==> config.mk <==
export PLATFORM = sky130hd
export DESIGN_NAME = alu_arbiter
export DESIGN_NICKNAME = d
export VERILOG_FILES = /design/src/rtl/alu_arbiter.sv
export SDC_FILE = /design/constraint.sdc
export NUM_CORES = 1
export LEC_CHECK = 0
export CORE_MARGIN = 2
export CORE_UTILIZATION = 40
export DETAILED_ROUTE_END_ITERATION = 8
export PLACE_DENSITY_LB_ADDON = 0.1
export SLEW_MARGIN = 5
export SYNTH_ARGS = -nofsm -noshare
export SYNTH_HDL_FRONTEND = slang
export SYNTH_SLANG_ARGS = --single-unit
==> constraint.sdc <==
create_clock -name clk -period 4.9 [get_ports clk]
set_input_delay 1.225 -clock clk [delete_from_list [all_inputs] [get_ports clk]]
set_output_delay 1.225 -clock clk [all_outputs]
set_load 0.05 [all_outputs]
==> src/rtl/alu_arbiter.sv <==
// Round-robin front end that shares one combinational ALU among NREQ requesters.
// Each operation runs IDLE (grant) -> EXEC (ALU evaluates) -> RESP (result held until taken).
module alu_arbiter #(
  parameter int NREQ  = 2,
  parameter int WIDTH = 32,
  localparam int IDW  = $clog2(NREQ)
) (
  input  logic                  clk,
  input  logic                  reset_n,
  input  logic [NREQ-1:0]       req_valid,
  output logic [NREQ-1:0]       req_ready,
  input  logic [NREQ*WIDTH-1:0] req_srca,
  input  logic [NREQ*WIDTH-1:0] req_srcb,
  input  logic [NREQ*2-1:0]     req_ctrl,
  output logic [WIDTH-1:0]      alu_srca,
  output logic [WIDTH-1:0]      alu_srcb,
  output logic [1:0]            alu_ctrl,
  input  logic [WIDTH-1:0]      alu_result,
  input  logic [3:0]            alu_flags,
  output logic                  rsp_valid,
  output logic [IDW-1:0]        rsp_id,
  output logic [WIDTH-1:0]      rsp_result,
  output logic [3:0]            rsp_flags,
  input  logic                  rsp_ready,
  output logic                  busy
);

  typedef enum logic [1:0] {
    S_IDLE = 2'd0,
    S_EXEC = 2'd1,
    S_RESP = 2'd2
  } state_t;

  state_t              r_state;
  state_t              w_next;
  logic [IDW-1:0]      r_last;
  logic [IDW-1:0]      w_grant;
  logic                w_grant_vld;
  logic                w_accept;

  logic [WIDTH-1:0]    r_op_a;
  logic [WIDTH-1:0]    r_op_b;
  logic [1:0]          r_op_ctrl;
  logic [IDW-1:0]      r_op_id;

  logic                r_rsp_valid;
  logic [IDW-1:0]      r_rsp_id;
  logic [WIDTH-1:0]    r_rsp_result;
  logic [3:0]          r_rsp_flags;

  // Scan from farthest to nearest so the nearest requester after r_last wins.
  always_comb begin
    w_grant_vld = 1'b0;
    w_grant     = '0;
    for (int k = NREQ; k >= 1; k--) begin
      if (req_valid[(int'(r_last) + k) % NREQ]) begin
        w_grant_vld = 1'b1;
        w_grant     = IDW'((int'(r_last) + k) % NREQ);
      end
    end
  end

  assign w_accept  = reset_n && (r_state == S_IDLE) && w_grant_vld;
  assign req_ready = w_accept ? (NREQ'(1) << w_grant) : '0;

  always_comb begin
    w_next = r_state;
    case (r_state)
      S_IDLE:  if (w_grant_vld) w_next = S_EXEC;
      S_EXEC:  w_next = S_RESP;
      S_RESP:  if (r_rsp_valid && rsp_ready) w_next = S_IDLE;
      default: w_next = S_IDLE;
    endcase
  end

  always_ff @(posedge clk or negedge reset_n) begin
    if (!reset_n) begin
      r_state      <= S_IDLE;
      r_last       <= IDW'(NREQ - 1);
      r_op_a       <= '0;
      r_op_b       <= '0;
      r_op_ctrl    <= '0;
      r_op_id      <= '0;
      r_rsp_valid  <= 1'b0;
      r_rsp_id     <= '0;
      r_rsp_result <= '0;
      r_rsp_flags  <= '0;
    end else begin
      r_state <= w_next;
      if (w_accept) begin
        r_op_a    <= req_srca[w_grant*WIDTH +: WIDTH];
        r_op_b    <= req_srcb[w_grant*WIDTH +: WIDTH];
        r_op_ctrl <= req_ctrl[w_grant*2 +: 2];
        r_op_id   <= w_grant;
        r_last    <= w_grant;
      end
      // ALU sees stable registered operands for all of EXEC; capture its outputs verbatim.
      if (r_state == S_EXEC) begin
        r_rsp_valid  <= 1'b1;
        r_rsp_id     <= r_op_id;
        r_rsp_result <= alu_result;
        r_rsp_flags  <= alu_flags;
      end else if ((r_state == S_RESP) && r_rsp_valid && rsp_ready) begin
        r_rsp_valid  <= 1'b0;
      end
    end
  end

  assign alu_srca   = r_op_a;
  assign alu_srcb   = r_op_b;
  assign alu_ctrl   = r_op_ctrl;
  assign rsp_valid  = r_rsp_valid;
  assign rsp_id     = r_rsp_id;
  assign rsp_result = r_rsp_result;
  assign rsp_flags  = r_rsp_flags;
  assign busy       = (r_state != S_IDLE);

endmodule

* Word level (Yosys, flattened, before mapping)
Cells that the tools add are included.
Storage, ports and cells: output and inout port bits 107, bits in latches 0, ROM bits 0, memories kept 0, bits of input ports 173, register bits after elaboration 108, bits in writable memories 0, logic and storage cells 49
Cells by class: muxes and demuxes 16, shifts and indexed selects 4, divide/modulo/power cells 0, bitwise logic cells 2, add/sub/neg operators 2, $mul 0, magnitude comparators 2, equal/unequal tests 4, reductions and logical operators 9
Operators by type and width (count):
- $shiftx 64x7->32 | 2
- $mux 1 | 12
- $lt 2x3->1 const B | 2
- $mux 2 | 3
- $pmux 2 s3 | 1
- $logic_and 1x1->1 | 5
- $ne 2x2->1 const B | 2
- $reduce_bool 2->1 | 2
- $shiftx 4x3->2 | 1
- $add 1x1->1 const B | 2
- $and 1x1->1 const A | 2
- $eq 2x1->1 const B | 1
- $eq 2x2->1 const B | 1
- $logic_not 2->1 | 1
- $reduce_and 2->1 | 1
- $shl 1x1->2 const A | 1

* Longest topological paths before layout
Gate-level depths: netlist of run 1.
word-level depth 9, gate-level depth with buffers 6, depth with buffers taken out 3

* Least setup slack after synthesis of run 1
Ideal clock, no wire load.
kind input port to output port, start point input port reset_n, end point output port req_ready[0], stages 4, arrival 2.060 ns, setup slack 1.615 ns, buffers on the path 2, required time 3.675 ns, cell sequence nor3b_1 > and3_1 > clkbuf_1 > buf_2
Between the ends: word-level cells in the longest chain between the ends 3
Ends and longest elaborated chain:
- start: declaration | RTL line 9 | input logic reset_n,
- $logic_and 1x1->1 (2 in a row) | RTL line 63 | assign w_accept = reset_n && (r_state == S_IDLE) && w_grant_vld;
- $mux 2 | RTL line 64 | assign req_ready = w_accept ? (NREQ'(1) << w_grant) : '0;
- end: declaration | RTL line 11 | output logic [NREQ-1:0] req_ready,
Every way passes these cells.

* Worst setup path in the final report of run 1
Same ends and word-level chain as after synthesis.

==> out/results.txt, run 1 <==
Area after DPL -> 7430 sq um
Worst Path Arrival -> 2.35 ns
Sw frac -> 0.464
Pwr Density -> 755 nW/um^2
# diodes -> 0
Post-Synthesis Net Count -> 504
HP Class -> flip-flop to flip-flop
Worst setup SP type -> input port
Core region area -> 11,300 sq um
Library cells used by synthesis -> 22
Nets@finish -> 764
Clk sink count -> 108
H-tree Lvls -> 3
Residual DRC -> 0
Remaining global-route overflow -> 0
CTS resizes -> 0
Clock power share -> 0.126
Comb pwr share -> 0.605
Post-DP HPWL -> 9.74 mm
Die Ht -> 111 um
Least-Margin Pin Slew -> 1.03 ns
CTS max path bufs -> 2
Maximum vdd drop -> 0.000491 V
Clk pin slew, worst setup/hold paths -> 0.07 ns
FP Rows -> 39
Synthesis warning total -> 0
Clock buffer count from CTS -> 9
Vias in the first global route -> 4,378
Pre-Repair DR Iteration Count -> 4
Final setup vio count -> 0
Initial DRC Count -> 190
Sequential fraction of the synthesis area -> 0.589
Antenna Violating Nets Remaining -> 0
WL per Instance -> 19.1 um
Clk_lat worst skew -> 0.35 ns
Vias per inst -> 5.41
GP Congestion -> 0.778
Num ports -> 280
Syn_area_per_cell -> 13.9 sq um
Critical path cell sequence -> buf_4, nor3b_1, and3_2, buf_12
Max_cap viols -> 0
Initial antenna violation count -> 0
Buffers on Ports -> 279
Clock skew -> 0.00858 ns
Commonest non-fill, non-tap cell in the layout -> clkdlybuf4s50_1
Layout overhead on the synthesized area -> 68.4%
Required time worst endpoint -> 3.67 ns
Most frequent cells in the layout -> clkdlybuf4s50_1, dfrtp_1, o21a_1, a221o_1, mux2_2
Largest net degree at the start of global routing -> 79
Tmin final -> 3.58 ns
Post-CTS Hold Buffers -> 0
Outcome -> finished, final reports clean
CP Class -> input port to output port
Final WL -> 14.1 mm
CP endpoint kind -> output port
Setup TNS -> 0 ns
CP delay by family, top -> simple AND/OR/NAND/NOR gates
Max-slew headroom -> 0.313
RSZ-0062 raised after global routing -> false
Final period util -> 0.730
Peak Freq -> 0.280 GHz
Yosys reg bits -> 108
Die width -> 111 um
CTS tree -> built
Global-route wire length before repair -> 22.5 mm
Leak Pwr -> 3.16 nW
Slowest cell on the critical path -> buf_4
Design area -> 7730 sq um
Via count -> 3,996
Pins over their slew limit -> 0
Fin. Hold Viols -> 0
Post-Syn Area -> 4590 sq um
Initial Util -> 0.406
P_int -> 0.00313 W
Full die area -> 12,300 sq um
Power share of the sequential group -> 0.269
Switching pwr -> 0.00271 W
Total GRT Usage -> 0.228
Max Fanout on Critical Path -> 33
Share of cells above drive strength 1 -> 0.111
Post-synthesis cell count -> 331
Critical path buffers and inverters -> 2
Postcts setup bufs -> 0
Largest stage delay, worst path -> 0.35 ns
Clock root buffer -> clkbuf_16
[cells in the mapped netlist]
cell | number | area share
dfrtp_1 | 107 | 0.58
a221o_1 | 66 | 0.14
o21a_1 | 66 | 0.11
mux2_2 | 37 | 0.091
buf_2 | 14 | 0.015
clkbuf_1 | 10 | 0.0082
buf_6 | 5 | 0.012
buf_4 | 4 | 0.0065
a21o_1 | 3 | 0.0049
nor2_1 | 3 | 0.0025
and3_1 | 2 | 0.0027
nand2_1 | 2 | 0.0016
nor2b_1 | 2 | 0.0027
o21ai_0 | 2 | 0.0022
a21oi_1 | 1 | 0.0011
buf_1 | 1 | 0.00082
dfstp_2 | 1 | 0.0057
inv_1 | 1 | 0.00082
nand2b_1 | 1 | 0.0014
nor3b_1 | 1 | 0.0016
or2_2 | 1 | 0.0014
or3b_4 | 1 | 0.0025
[cell type report]
class	count	area (sq um)
Timing Repair Buffer	283	2840
Clock buffer	11	243
Tap cell	143	179
Inverter	1	3.75
Sequential cell	108	2700
Fill cell	882	3590
Multi-Input combinational cell	188	1700
Clock inverter	5	60.1
[sequential cells by signal, summed over array words and instances, names as in the netlist]
| signal | cells |
|---|---|
| r_last | 1 |
| rsp_flags | 4 |
| rsp_valid | 1 |
| alu_srca | 32 |
| r_op_id | 1 |
| alu_ctrl | 2 |
| rsp_result | 32 |
| alu_srcb | 32 |
| r_state | 2 |
| rsp_id | 1 |
[kinds of logic (layout without fill, tap and decap cells)]
| family | count (synthesis) | in the layout | synth area share |
|---|---|---|---|
| compound gates | 138 | 138 | 0.260 |
| buf+inv | 35 | 300 | 0.0439 |
| flops | 108 | 108 | 0.589 |
| mux | 37 | 37 | 0.0908 |
| simple gates | 13 | 13 | 0.0164 |
[final timing paths]
path	start	to	slack (ns)	depth (start not counted)
max	reset_n	req_ready[0]	1.32	4
min	r_op_id	r_op_id	0.48	1
max reg2reg	r_state[1]	alu_srca[29]	2.82	4
min reg2reg	r_op_id	r_op_id	0.48	1
max in group asynchronous	reset_n	alu_srcb[15]	2.73	2
min in group asynchronous	reset_n	rsp_flags[1]	0.81	1
[worst reg2reg max path, stage by stage (launching register included)]
cell,delay [ns]
dfrtp_1,0.45
nor3b_1,0.31
and3_2,0.29
buf_4,0.60
a221o_1,0.35
[power by group through the flow]
stage               Clock, W  Combinational (W)  Sequential, W
global placement           0            0.00351        0.00156
detailed placement         0            0.00356        0.00158
global route        0.000785            0.00369        0.00163
floorplan                  0           0.000914        0.00301
finish              0.000738            0.00353        0.00157
CTS                 0.000751            0.00357        0.00157
[stage by stage]
stage / utilization / hold WS [ns] / setup WS, ns / total power [W] / instances
detailed placement: 0.656 / 0.460 / 1.30 / 0.00514 / 723
global placement: 0.656 / 0.458 / 1.36 / 0.00507 / 723
floorplan: - / 0.444 / 1.62 / 0.00393 / 331
finish: 0.683 / 0.484 / 1.32 / 0.00584 / 739
CTS: 0.683 / 0.478 / 1.29 / 0.00589 / 739
global route: 0.683 / 0.485 / 1.15 / 0.00611 / 739
[routing by layer]
metal | share of wire | vias up | track usage
met1 | 0.39 | 1949 | 0.267
met4 | 0.040 | 0 | 0.114
met5 | 0 | - | 0
met2 | 0.49 | 204 | 0.384
li1 | - | 1805 | -
met3 | 0.081 | 38 | 0.0678
No activity file was read; power rests on OpenSTA's default activity.
==> run 2: changes to the inputs <==
--- a/config.mk
+++ b/config.mk
@@ -6,7 +6,7 @@
 export NUM_CORES = 1
 export LEC_CHECK = 0
 export CORE_MARGIN = 2
-export CORE_UTILIZATION = 40
+export CORE_UTILIZATION = 37
 export DETAILED_ROUTE_END_ITERATION = 8
 export PLACE_DENSITY_LB_ADDON = 0.1
 export SLEW_MARGIN = 5
==> constraint.sdc (replaced) <==
create_clock -name clk -period 3.34 [get_ports clk]
set_input_delay 0.835 -clock clk [delete_from_list [all_inputs] [get_ports clk]]
set_output_delay 0.835 -clock clk [all_outputs]
set_load 0.05 [all_outputs]
==> run 2 against run 1 <==
  * Die area is 7.8% higher
  * Critical path type unchanged
  * Critical endpoint is now req_ready[1]
  * Largest cell class unchanged
  * Total power is 49% higher
  * Sequential power is 46% higher
==> out/results.txt, run 2 (same netlist as run 1, synthesis figures left out) <==
Outcome -> finished, final reports clean
Required time worst endpoint -> 2.50 ns
Maximum vdd drop -> 0.000615 V
Remaining global-route overflow -> 0
Total power -> 0.00871 W
Slowest cell on the critical path -> clkdlybuf4s50_1
Worst setup SP type -> input port
Post-DP HPWL -> 9.95 mm
Total GRT Usage -> 0.211
Antenna Violating Nets Remaining -> 0
FP Rows -> 40
CP endpoint kind -> output port
Clock skew -> 0.00827 ns
Pre-Repair DR Iteration Count -> 4
Clk pin slew, worst setup/hold paths -> 0.06 ns
Initial Util -> 0.381
GP Congestion -> 0.733
Vias per inst -> 5.16
Die width -> 115 um
Via count -> 3,956
Pins over their slew limit -> 0
Vias in the first global route -> 4,173
R2R depth -> 4
Commonest non-fill, non-tap cell in the layout -> clkdlybuf4s50_1
Die Ht -> 115 um
Worst Path Arrival -> 1.87 ns
Post-CTS Hold Buffers -> 0
Largest net degree at the start of global routing -> 69
Postcts setup bufs -> 0
Initial DRC Count -> 229
Least-Margin Pin Slew -> 1.00 ns
Share of cells above drive strength 1 -> 0.114
Layout overhead on the synthesized area -> 70.5%
WL per Instance -> 18.7 um
Final setup vio count -> 0
Max Fanout on Critical Path -> 4
Clock buffer count from CTS -> 9
CP Class -> input port to output port
Full die area -> 13,300 sq um
Fill cells -> 958
Clk sink count -> 108
Setup TNS -> 0 ns
Tmin final -> 2.70 ns
Clock root buffer -> clkbuf_16
H-tree Lvls -> 3
RSZ-0062 raised after global routing -> false
Core region area -> 12,100 sq um
Buffers on Ports -> 279
Largest stage delay, worst path -> 0.57 ns
CTS tree -> built
Num ports -> 280
# diodes -> 0
CTS resizes -> 0
Clk_lat worst skew -> 0.34 ns
Initial antenna violation count -> 0
Global-route wire length before repair -> 21.7 mm
Final WL -> 14.3 mm
Fin. Hold Viols -> 0
Max_cap viols -> 0
Most frequent cells in the layout -> clkdlybuf4s50_1, dfrtp_1, o21a_1, a221o_1, mux2_2
Peak Freq -> 0.370 GHz
Leak Pwr -> 3.20 nW
Pwr Density -> 1110 nW/um^2
Max-slew headroom -> 0.332
Nets@finish -> 766
HP Class -> input port to asynchronous set/reset pin
CTS max path bufs -> 2
Final period util -> 0.809
Critical path cell sequence -> clkdlybuf4s50_1, nand2_1, and3_2, buf_12
Residual DRC -> 0
-- run 2: worst max-delay path: cells and delay by family --
| kind | cells | cell delay (ns) |
|---|---|---|
| buf+inv | 2 | 0.72 |
| simple gates | 2 | 0.30 |
-- run 2: power by group --
group / internal (W) / leakage, nW / total (W) / switching (W)
combinational: 0.00204 / 1.71 / 0.00518 / 0.00314
sequential: 0.00195 / 1.32 / 0.00229 / 0.000346
clock: 0.000773 / 0.173 / 0.00123 / 0.000461
-- run 2: routing by layer --
metal,share of wire,vias to the layer above,track usage
met5,0,-,0
met4,0.036,0,0.101
met3,0.089,33,0.0648
met2,0.49,188,0.352
met1,0.38,1919,0.249
li1,-,1816,-
-- run 2: cell type report --
| type | count | area (sq um) | area share |
|---|---|---|---|
| Timing Repair Buffer | 285 | 2860 | 0.365 |
| Sequential cell | 108 | 2700 | 0.345 |
| Multi-Input combinational cell | 188 | 1700 | 0.218 |
| Clock buffer | 12 | 256 | 0.0328 |
| Tap cell | 168 | 210 | 0.0269 |
| Clock inverter | 4 | 95.1 | 0.0121 |
| Inverter | 1 | 3.75 | 0.000480 |
-- run 2: final timing paths --
kind / slack, ns / startpoint / to
setup / recovery: 0.64 / req_valid[0] / req_ready[1]
hold / removal: 0.29 / reset_n / r_op_id
setup reg to reg: 1.25 / r_state[1] / alu_srcb[26]
hold reg to reg: 0.47 / r_op_id / r_op_id
max in group asynchronous: 2.07 / reset_n / alu_srca[12]
min in group clk: 0.47 / r_op_id / r_op_id
-- run 2: through the flow --
step | hold slack (ns) | instances | setup WS, ns | utilization | area, sq um
3_5_place_dp | 0.463 | 750 | 0.651 | 0.620 | 7480
5_1_grt | 0.265 | 766 | 0.596 | 0.649 | 7830
2_1_floorplan | 0.444 | 331 | 0.835 | - | 4590
4_1_cts | 0.273 | 766 | 0.634 | 0.649 | 7830
3_3_place_gp | 0.460 | 750 | 0.644 | 0.620 | 7480
6_report | 0.287 | 766 | 0.639 | 0.649 | 7830
==> run 3: changes to the inputs <==
==> constraint.sdc (replaced) <==
create_clock -name clk -period 2.54 [get_ports clk]
set_input_delay 0.635 -clock clk [delete_from_list [all_inputs] [get_ports clk]]
set_output_delay 0.635 -clock clk [all_outputs]
set_load 0.05 [all_outputs]
==> run 3 against run 2 <==
  * Register-to-register slack worse by 0.61 ns
  * Via count increased by 0.96%
  * Clock power rose by 17%
  * Critical path type unchanged
  * Highest routed layer unchanged
==> out/results.txt, run 3 (same netlist as run 1, synthesis figures left out) <==
Final setup vio count -> 0
Required time worst endpoint -> 1.90 ns
Design area -> 7820 sq um
Remaining global-route overflow -> 0
Post-DP HPWL -> 10.5 mm
Largest stage delay, worst path -> 0.57 ns
FP Rows -> 40
Critical path cell sequence -> clkdlybuf4s50_1, nand2b_1, and3_2, buf_12
Postcts setup bufs -> 0
Via count -> 3,994
Tmin final -> 2.34 ns
Initial antenna violation count -> 0
Least-Margin Pin Slew -> 0.994 ns
Core region area -> 12,100 sq um
Pwr Density -> 1440 nW/um^2
Peak Freq -> 0.427 GHz
Pre-Repair DR Iteration Count -> 5
Commonest non-fill, non-tap cell in the layout -> clkdlybuf4s50_1
HP Class -> input port to asynchronous set/reset pin
Max_cap viols -> 0
Clock skew -> 0.00595 ns
Outcome -> finished, final reports clean
Largest net degree at the start of global routing -> 79
WL per Instance -> 18.8 um
Worst setup SP type -> input port
Nets@finish -> 771
Clk pin slew, worst setup/hold paths -> 0.07 ns
CTS max path bufs -> 2
Initial Util -> 0.381
Initial DRC Count -> 199
Final WL -> 14.5 mm
Die width -> 115 um
# diodes -> 0
Share of cells above drive strength 1 -> 0.118
Fill cells -> 932
Clock root buffer -> clkbuf_16
Vias in the first global route -> 4,178
Storage element area -> 2700 sq um
Pins over their slew limit -> 0
CP endpoint kind -> output port
Global-route wire length before repair -> 22.2 mm
H-tree Lvls -> 3
Clock buffer count from CTS -> 9
Slowest cell on the critical path -> clkdlybuf4s50_1
CTS tree -> built
CP Class -> input port to output port
Area after DPL -> 7510 sq um
Most frequent cells in the layout -> clkdlybuf4s50_1, dfrtp_1, o21a_1, a221o_1, mux2_2
Worst Path Arrival -> 1.71 ns
Layout overhead on the synthesized area -> 70.4%
Max Fanout on Critical Path -> 4
Max-slew headroom -> 0.337
Clk sink count -> 108
Vias per inst -> 5.18
Fin. Hold Viols -> 0
GP Congestion -> 0.732
Leak Pwr -> 3.21 nW
Setup TNS -> 0 ns
Final period util -> 0.922
Multi-input gate area -> 1700 sq um
RSZ-0062 raised after global routing -> false
Residual DRC -> 0
Die Ht -> 115 um
Full die area -> 13,300 sq um
Clk_lat worst skew -> 0.34 ns
Maximum vdd drop -> 0.000585 V
Buffers on Ports -> 279
Total GRT Usage -> 0.217
Num ports -> 280
Antenna Violating Nets Remaining -> 0
==> run 3: cell type report <==
cell class / count / share of cell area
Tap cell: 168 / 0.0269
Sequential cell: 108 / 0.346
Clock buffer: 15 / 0.0355
Timing Repair Buffer: 290 / 0.370
Inverter: 1 / 0.000480
Clock inverter: 1 / 0.00384
Multi-Input combinational cell: 188 / 0.218
==> run 3: timing repair <==
action                                  in CTS  in global routing
endpoints found under the setup margin       0                  1
hold buffers                                 0                  0
resized for setup                            0                  1
==> run 3: path summary, 6_finish.rpt <==
path,cells past startpoint,slack [ns],from,endpoint
min reg2reg,1,0.49,r_op_id,r_op_id
max,4,0.20,req_valid[1],req_ready[0]
max in group asynchronous,2,1.34,reset_n,rsp_result[27]
max reg2reg,3,0.64,r_state[1],alu_srcb[0]
min,2,0.33,reset_n,r_state[1]
min in group clk,1,0.49,r_op_id,r_op_id
==> run 3: report_power, final <==
part           internal (W)  leakage [nW]  switching (W)  total (W)
Combinational       0.00270          1.75        0.00414    0.00684
Clock              0.000847         0.150       0.000588    0.00144
Sequential          0.00256          1.32       0.000462    0.00303
Total               0.00611          3.21        0.00519     0.0113
==> run 3: per-layer routing <==
layer	wire [um]	vias to the layer above	track usage
met5	0	-	0
met4	415	0	0.0932
met3	1230	25	0.0659
met2	7130	188	0.360
met1	5730	1959	0.264
li1	-	1822	-
==> run 3: critical path, delay by kind of cell <==
| kind | cells | cell delay (ns) |
|---|---|---|
| AND/OR/NAND/NOR | 2 | 0.34 |
| buffers and inverters | 2 | 0.72 |
==> run 3: metrics by stage <==
stage / hold WS, ns / instances / util / total power [W] / setup WS (ns)
after floorplan: 0.339 / 331 / - / 0.00758 / 0.435
after global placement: 0.463 / 755 / 0.623 / 0.00981 / 0.246
after detailed placement: 0.478 / 755 / 0.623 / 0.00994 / 0.186
after CTS: 0.334 / 771 / 0.648 / 0.0114 / 0.0342
after global routing: 0.353 / 771 / 0.649 / 0.0118 / 0.139
final: 0.329 / 771 / 0.649 / 0.0113 / 0.198
